## src/rtl/relay_pulse_sequencer.sv

```systemverilog
// Latching-relay H-bridge coil sequencer: one set/reset command at a time, fixed pulse then dead time.
// Optional build macro RELAY_SKIP_REDUNDANT_EN: commands matching the tracked relay state finish without a pulse.
module relay_pulse_sequencer #(
    parameter int unsigned NUM_RELAYS   = 4,
    parameter int unsigned PULSE_CYCLES = 1250000,
    parameter int unsigned DEAD_CYCLES  = 125000,
    parameter int unsigned IDX_WIDTH    = 2
) (
    input  logic                  clk_125mhz,
    input  logic                  rst_n,
    input  logic                  cmd_valid,
    input  logic [IDX_WIDTH-1:0]  cmd_relay,
    input  logic                  cmd_dir,
    output logic                  cmd_ready,
    output logic                  done,
    output logic                  err,
    output logic                  busy,
    output logic [NUM_RELAYS-1:0] relay_a,
    output logic [NUM_RELAYS-1:0] relay_b,
    output logic [NUM_RELAYS-1:0] relay_state,
    output logic [NUM_RELAYS-1:0] state_known
);

    localparam int unsigned MAX_CYCLES = (PULSE_CYCLES > DEAD_CYCLES) ? PULSE_CYCLES : DEAD_CYCLES;
    localparam int unsigned CNT_LOG2   = $clog2(MAX_CYCLES);
    localparam int unsigned CNT_WIDTH  = (CNT_LOG2 < 1) ? 1 : CNT_LOG2;
    localparam logic [CNT_WIDTH-1:0] PULSE_LOAD = CNT_WIDTH'(PULSE_CYCLES - 1);
    localparam logic [CNT_WIDTH-1:0] DEAD_LOAD  = CNT_WIDTH'(DEAD_CYCLES - 1);

`ifdef RELAY_SKIP_REDUNDANT_EN
    typedef enum logic [1:0] {
        ST_IDLE   = 2'd0,
        ST_PULSE  = 2'd1,
        ST_DEAD   = 2'd2,
        ST_FINISH = 2'd3
    } state_t;
`else
    typedef enum logic [1:0] {
        ST_IDLE  = 2'd0,
        ST_PULSE = 2'd1,
        ST_DEAD  = 2'd2
    } state_t;
`endif

    state_t                state_q;
    state_t                state_d;
    logic [CNT_WIDTH-1:0]  cnt_q;
    logic [CNT_WIDTH-1:0]  cnt_d;
    logic [IDX_WIDTH-1:0]  idx_q;
    logic [IDX_WIDTH-1:0]  idx_d;
    logic                  dir_q;
    logic                  dir_d;
    logic                  in_range;
    logic [NUM_RELAYS-1:0] cmd_sel;
    logic [NUM_RELAYS-1:0] idx_sel;
    logic [NUM_RELAYS-1:0] drv_sel;
    logic [NUM_RELAYS-1:0] relay_state_d;
    logic [NUM_RELAYS-1:0] state_known_d;
    logic [NUM_RELAYS-1:0] relay_a_d;
    logic [NUM_RELAYS-1:0] relay_b_d;
    logic                  done_d;
    logic                  err_d;
`ifdef RELAY_SKIP_REDUNDANT_EN
    logic                  redundant;
`endif

    // Next-state, counter, tracked-state and drive decode.
    always_comb begin
        state_d       = state_q;
        cnt_d         = cnt_q;
        idx_d         = idx_q;
        dir_d         = dir_q;
        relay_state_d = relay_state;
        state_known_d = state_known;
        done_d        = 1'b0;
        err_d         = 1'b0;
        cmd_sel       = '0;
        idx_sel       = '0;
        drv_sel       = '0;
        relay_a_d     = '0;
        relay_b_d     = '0;

        in_range = (32'(cmd_relay) < NUM_RELAYS);
        for (int unsigned i = 0; i < NUM_RELAYS; i++) begin
            cmd_sel[i] = (32'(cmd_relay) == i);
            idx_sel[i] = (32'(idx_q) == i);
        end
`ifdef RELAY_SKIP_REDUNDANT_EN
        redundant = |(cmd_sel & state_known & ~(relay_state ^ {NUM_RELAYS{cmd_dir}}));
`endif

        case (state_q)
            ST_IDLE: begin
                if (cmd_valid && cmd_ready) begin
                    if (!in_range) begin
                        done_d = 1'b1;
                        err_d  = 1'b1;
                    end
`ifdef RELAY_SKIP_REDUNDANT_EN
                    else if (redundant) begin
                        state_d = ST_FINISH;
                    end
`endif
                    else begin
                        state_d = ST_PULSE;
                        cnt_d   = PULSE_LOAD;
                        idx_d   = cmd_relay;
                        dir_d   = cmd_dir;
                    end
                end
            end
            ST_PULSE: begin
                if (cnt_q == '0) begin
                    state_d       = ST_DEAD;
                    cnt_d         = DEAD_LOAD;
                    relay_state_d = dir_q ? (relay_state | idx_sel) : (relay_state & ~idx_sel);
                    state_known_d = state_known | idx_sel;
                end else begin
                    cnt_d = cnt_q - CNT_WIDTH'(1);
                end
            end
            ST_DEAD: begin
                if (cnt_q == '0) begin
                    state_d = ST_IDLE;
                    done_d  = 1'b1;
                end else begin
                    cnt_d = cnt_q - CNT_WIDTH'(1);
                end
            end
`ifdef RELAY_SKIP_REDUNDANT_EN
            ST_FINISH: begin
                state_d = ST_IDLE;
                done_d  = 1'b1;
            end
`endif
            default: begin
                state_d = ST_IDLE;
            end
        endcase

        // Drive bits follow the next state only, so the registered pins never glitch.
        for (int unsigned i = 0; i < NUM_RELAYS; i++) begin
            drv_sel[i] = (32'(idx_d) == i);
        end
        if (state_d == ST_PULSE) begin
            relay_a_d = dir_d ? drv_sel : '0;
            relay_b_d = dir_d ? '0 : drv_sel;
        end
    end

    // State and registered outputs; reset drops coil drive immediately.
    always_ff @(posedge clk_125mhz or negedge rst_n) begin
        if (!rst_n) begin
            state_q     <= ST_IDLE;
            cnt_q       <= '0;
            idx_q       <= '0;
            dir_q       <= 1'b0;
            relay_a     <= '0;
            relay_b     <= '0;
            relay_state <= '0;
            state_known <= '0;
            done        <= 1'b0;
            err         <= 1'b0;
            busy        <= 1'b0;
            cmd_ready   <= 1'b1;
        end else begin
            state_q     <= state_d;
            cnt_q       <= cnt_d;
            idx_q       <= idx_d;
            dir_q       <= dir_d;
            relay_a     <= relay_a_d;
            relay_b     <= relay_b_d;
            relay_state <= relay_state_d;
            state_known <= state_known_d;
            done        <= done_d;
            err         <= err_d;
            busy        <= (state_d != ST_IDLE);
            cmd_ready   <= (state_d == ST_IDLE);
        end
    end

endmodule

```

## config.mk

```make
export PLATFORM = sky130hd
export DESIGN_NAME = relay_pulse_sequencer
export DESIGN_NICKNAME = d
export VERILOG_FILES = /design/src/rtl/relay_pulse_sequencer.sv
export SDC_FILE = /design/constraint.sdc
export NUM_CORES = 1
export LEC_CHECK = 0
export ABC_AREA = 1
export CAP_MARGIN = 25
export CORE_MARGIN = 4
export CORE_UTILIZATION = 25
export CTS_CLUSTER_DIAMETER = 60
export DETAILED_ROUTE_END_ITERATION = 12
export PLACE_DENSITY_LB_ADDON = 0.3
export SKIP_CTS_REPAIR_TIMING = 1
export SLEW_MARGIN = 20
export SYNTH_ARGS = -nofsm -noshare
export SYNTH_HDL_FRONTEND = slang
export SYNTH_SLANG_ARGS = --single-unit
```

## constraint.sdc

```tcl
create_clock -name clk_125mhz -period 4.03 [get_ports clk_125mhz]
set_input_delay 0.403 -clock clk_125mhz [delete_from_list [all_inputs] [get_ports clk_125mhz]]
set_output_delay 0.403 -clock clk_125mhz [all_outputs]
set_load 0.05 [all_outputs]
```

==> metrics, run 1 <==
status completed; r2r worst-path depth 8; layout cells sized above 1 9.65%; Worst-path clk slew 90 ps; GRT Util Overall 10.4%; Final Cycle Share about half; antenna violations before repair 0; Mapped Area approximately 0.0026 mm²; Die H roughly 110 µm; TritonRoute pass-1 iters 4; R2R Path End cnt_q[17]; CTS Buffer Depth 2; # DRC 0; core area between 0.009 and 0.01 mm²; Core Util, Final a little under a third; RD Place Congestion 0.818; worst path arrival time 1660 ps; fmax slightly below 0.5 GHz; Synth Warn # 0; Vias/cell ~4.2; top-count cell post-synth nand2_1; post-route ant nets 0; H-tree Lvls 2; pwr dens 608 mW/mm²; Pleak 1.50 nW; vias in the first global route about 2.1k; fin nets roughly 380; Critical Path Max Stage Delay around 800 ps; ys flop type dfrtp_1; port bufs 24; Reg2Reg Setup Slack 2140 ps; crit path max-delay cell type clkdlybuf4s50_1; register area share after synthesis about 44%; worst skew pair latency about 300 ps; Avg Cell Area, Syn roughly 7.5 µm²; RSZ-0062 raised after global routing no; maximum vdd drop 0.277 mV; Vias about 2.1k; Buf+Inv Stages, Crit Path 1; max cap viols 0; largest net degree at the start of global routing 46; CTS Buf Count 5; final hold violation count 0; syn nets between 300 and 400; Yosys reg bits 45; Distinct cells, synth 32; top cell family by delay on the critical path buffers and inverters; Max Clock Skew approximately 3.2 ps; grt ovf 0; critical path fanouts, max 3; setup tns final 0 ps; clk sinks between 40 and 50; post-synth top area share between 40% and 50%; DR WL/cell ~11 µm; first-pass GRT wire length just under 10000 µm; Iteration-0 DRC Markers between 100 and 150; Die X about 110 µm; area leader, netlist dfrtp_1; Critical Path End cmd_ready; number of cells produced by synthesis approximately 340; Hold Path Class input pin to asynchronous set/reset pin; DP Cell Count about 500; CP Data Required Time ~3600 ps; initial core utilization a little over a quarter; worst-margin pin slew around 580 ps; post-layout min period a little over 2000 ps; Syn-to-layout area delta 18.9%; Area contributors post-synth dfrtp_1 43%, nand2_1 14%, inv_1 7.8%; die area about 0.012 mm²; Crit. path cell count 1; num ports 26; Layout Cells excl Fill just over 500; most frequent cells after synthesis 97 x nand2_1, 53 x inv_1, 46 x nor2_1, 44 x dfrtp_1, 20 x nand3_1; # rows 36; CTS tree done; reg2reg start state_q[0]; CP startpoint cmd_ready; crit path launch type flip-flop; final wirelength between 5000 and 6000 µm; critical path class flip-flop to primary output; Root Driver clkbuf_8; max_slew headroom 61.6%; diode count 0; critical path, cell by cell clkdlybuf4s50_1; Async SR Flop Fraction 100%; setup violators final 0; Pins Over Slew Limit 0; capturing element type of the critical path primary output; DP HPWL approximately 4400 µm; Post-synth EDFFs 0
## logic make-up (layout without fill, tap and decap cells)
| kind of cell | after synthesis | in the layout | share of synthesized area, % |
|---|---|---|---|
| other cells | 1 | 1 | 0.146 |
| simple gates | 192 | 192 | 33.8 |
| buf+inv | 59 | 88 | 9.46 |
| flops | 45 | 45 | 43.9 |
| fa+ha+maj | 6 | 6 | 2.93 |
| compound gates | 35 | 35 | 7.65 |
| xor+xnor | 6 | 6 | 2.05 |
## layout make-up
type / count / area, µm²
Inverter: 56 / 213
Fill cell: 1064 / 6810
Clock buffer: 6 / 72.6
Sequential cell: 45 / 1130
Clock inverter: 2 / 38.8
Timing Repair Buffer: 24 / 238
Multi-Input combinational cell: 240 / 1200
Tap cell: 133 / 166
## layout by cell type (no fill, tap or decap)
cell type,n
inv_2,2
nor2_4,3
nor2_1,46
nor3b_1,1
inv_1,53
nand2_4,1
nor2_2,9
o21ai_0,14
clkbuf_8,5
xnor2_1,1
o21ai_2,2
bufinv_16,1
ha_1,6
xor2_1,5
buf_4,1
nand3_1,20
o21ai_1,5
a21oi_1,9
dfrtp_1,44
inv_4,1
clkinv_4,1
or2_2,1
o21bai_1,2
nand4_4,1
nand2_1,97
a31oi_1,1
conb_1,1
clkdlybuf4s50_1,23
nand3_2,2
nand4_1,7
nand4_2,1
nand2_2,3
a21oi_2,1
o2111ai_1,1
clkbuf_1,1
dfstp_2,1
## metal layers
metal,track usage (%),vias up,share of wire [%],wire [µm]
met5,0,-,0,0
met4,2.67,0,0,0
met3,2.11,0,1.9,108
met2,17.6,25,50,2830
met1,13.7,977,49,2780
li1,-,1123,-,-
## power breakdown
group          switching, mW  total, mW  internal, mW
logic                  0.611      0.868         0.257
clock network          0.158      0.345         0.186
registers             0.0837      0.643         0.559
total                  0.853       1.86          1.00
## through the flow
| stage | setup WS, ps | power [mW] | hold WS [ps] | instance area (µm²) |
|---|---|---|---|---|
| 2_1_floorplan | 2380 | 1.31 | 107 | 2570 |
| 3_3_place_gp | 1970 | 1.52 | 452 | 2940 |
| 3_5_place_dp | 1970 | 1.52 | 459 | 2940 |
| 4_1_cts | 1950 | 1.88 | 322 | 3050 |
| 5_1_grt | 1900 | 2.02 | 145 | 3050 |
| 6_report | 1970 | 1.86 | 96.1 | 3050 |
## registers in the layout, indices dropped and copies added, names as in the netlist, 2 cells and up, named ones only
signal	cells
idx_q	2
relay_b	4
cnt_q	21
relay_a	4
state_q	2
state_known	4
## worst min-delay path by stage
stage / startpoint / end / slack [ps] / depth (start not counted)
floorplan: rst_n / asynchronous set/reset pin / 110 / 0
global placement: state_known[2] / state_known[2] / 450 / 2
detailed placement: state_known[3] / state_known[3] / 460 / 2
CTS: rst_n / cnt_q[18] / 320 / 1
global route: rst_n / state_known[2] / 150 / 1
finish: rst_n / relay_b[0] / 100 / 1
No activity file was read; power rests on OpenSTA's default activity.
==> run 2: changes to the inputs <==
Clock period 4.03 ns to 1.8 ns, I/O delays scaled along.
==> run 2 against run 1 <==
Global-route usage up 0.13 points. Clock-buffer cell count is 1 lower. First-iteration DRC count is 22% higher. Clock power grew 89%. Non-clock buffer count rose by 13. Setup slack worse by 1800 ps. Final area grew 4.3%. Largest cell class unchanged. Highest routed layer is now met4.
==> metrics, run 2 (synthesized netlist as in run 1, its figures left out) <==
status completed; DP Cell Count between 500 and 600; maximum vdd drop between 0.6 and 0.7 mV; Die X about 110 µm; post-route ant nets 0; worst-margin pin slew around 530 ps; Clk pwr share between 10% and 20%; Setup WS post-layout about 140 ps; switch share 47.5%; DR WL met2 2850 µm; layout cells sized above 1 15.8%; Reg power frac between 30 and 40%; RD Place Congestion between 0.8 and 0.9; Int Pwr approximately 2.2 mW; first-pass GRT wire length 10100 µm; met3 WL post-DR about 160 µm; final hold violation count 0; R2R Path End cnt_q[3]; reg2reg start cnt_q[0]; GRT Util Overall between 10% and 20%; most frequent cells in the layout 96 x nand2_1, 51 x inv_1, 44 x dfrtp_1; Die H around 110 µm; CTS tree done; setup violators final 0; DR WL/cell 11.6 µm; CTS Buf Count 5; max cap viols 0; pwr dens about 1300 mW/mm²; DP HPWL approximately 4700 µm; die area 0.0119 mm²; critical path, cell by cell clkdlybuf4s50_1; routed length on met1 ~2900 µm; Worst-path clk slew around 90 ps; crit path max-delay cell type clkdlybuf4s50_1; TritonRoute pass-1 iters 4; max_slew headroom between 60 and 70%; Comb pwr share between 50% and 60%; Reg2Reg Setup Slack roughly 150 ps; # rows 36; largest net degree at the start of global routing 26; CTS Buffer Depth 2; post-place setup slack -3.39 ps; capturing element type of the critical path primary output; Syn-to-layout area delta 24.0%; H-tree Lvls 2; Final Cycle Share a little over 90%; # DRC 0; max reg flops 21; Pleak approximately 1.6 nW; critical path class flip-flop to primary output; Fillers between 1k and 1.5k; core area approximately 0.0099 mm²; Vias between 2k and 2.5k; CP Data Required Time about 1600 ps; post-layout min period approximately 1700 ps; Layout Cells excl Fill between 500 and 600; initial core utilization 26.0%; diode count 0; antenna violations before repair 0; Crit. path cell count 1; cell area after placement 0.00304 mm²; clk sinks 45; critical path fanouts, max 2; r2r worst-path depth 9; Root Driver clkbuf_8; Core Util, Final between 30% and 40%; final wirelength around 6000 µm; Hold Path Class input pin to asynchronous set/reset pin; fmax about 0.6 GHz; setup tns final 0 ps; Critical Path End relay_state[0]; Buf+Inv Stages, Crit Path 1; Max Clock Skew roughly 5.8 ps; Iteration-0 DRC Markers 126; most common cell after layout, fill and taps aside nand2_1; top cell family by delay on the critical path buffers and inverters; fin nets roughly 400; Critical Path Max Stage Delay roughly 810 ps; vias in the first global route 2118; Vias/cell 4.24; crit path launch type flip-flop; P_sw between 2 and 2.5 mW; Pins Over Slew Limit 0; port bufs 24; Reg with most FFs cnt_q; design area 0.00318 mm²; num ports 26; worst skew pair latency ~300 ps; uppermost layer routed met4; worst path arrival time approximately 1500 ps; grt ovf 0
-- run 2: changes by cell type in the layout (fill, tap and decap cells not counted), moves of 2 or more --
cell,change
o21ai_2,+2
inv_1,-2
nor2_1,-6
o21ai_0,-2
buf_4,+11
inv_2,+2
nor2_2,+5
-- run 2: how the worst min path moves through the flow --
stage	start	end	slack (ps)	depth (start not counted)
3_5_place_dp	rst_n	asynchronous set/reset pin	190	1
5_1_grt	rst_n	asynchronous set/reset pin	440	2
3_3_place_gp	rst_n	state_known[1]	190	1
4_1_cts	rst_n	state_known[1]	-140	1
2_1_floorplan	rst_n	asynchronous set/reset pin	-120	0
6_report	rst_n	asynchronous set/reset pin	380	2
-- run 2: cell type report --
type	count	area, µm²	share of cell area, %
clock buffer	5	68.8	2.16
sequential	45	1130	35.4
clock inverter	3	21.3	0.669
timing repair buffer	37	345	10.9
tap	133	166	5.23
multi-input combinational	240	1240	39.0
inverter	56	213	6.69
-- run 2: stage by stage --
step | power [mW] | hold slack (ps)
after floorplan | 2.94 | -116
after global placement | 3.54 | 186
after detailed placement | 3.56 | 188
after CTS | 4.23 | -142
after global routing | 4.65 | 436
final | 4.26 | 383
-- run 2: metal layers --
| layer | GRT usage [%] | vias up |
|---|---|---|
| li1 | - | 1142 |
| met1 | 14.2 | 1018 |
| met2 | 17.1 | 30 |
| met3 | 1.94 | 9 |
| met4 | 3.47 | 0 |
| met5 | 0 | - |
-- run 2: power groups by stage --
stage               clock (mW)  sequential, mW  combinational [mW]
finish                   0.651            1.42                2.19
global route             0.724            1.46                2.47
CTS                      0.685            1.42                2.13
detailed placement           0            1.44                2.12
global placement             0            1.44                2.10
floorplan                    0            1.65                1.29
-- run 2: worst reg2reg max path: stages, from the launching register on --
cell,delay [ps]
dfrtp_1,400
inv_1,120
ha_1,180
nand3_2,110
nor2_4,160
nand4_4,130
nand2_8,140
nor2_1,50
buf_4,160
a21oi_1,140
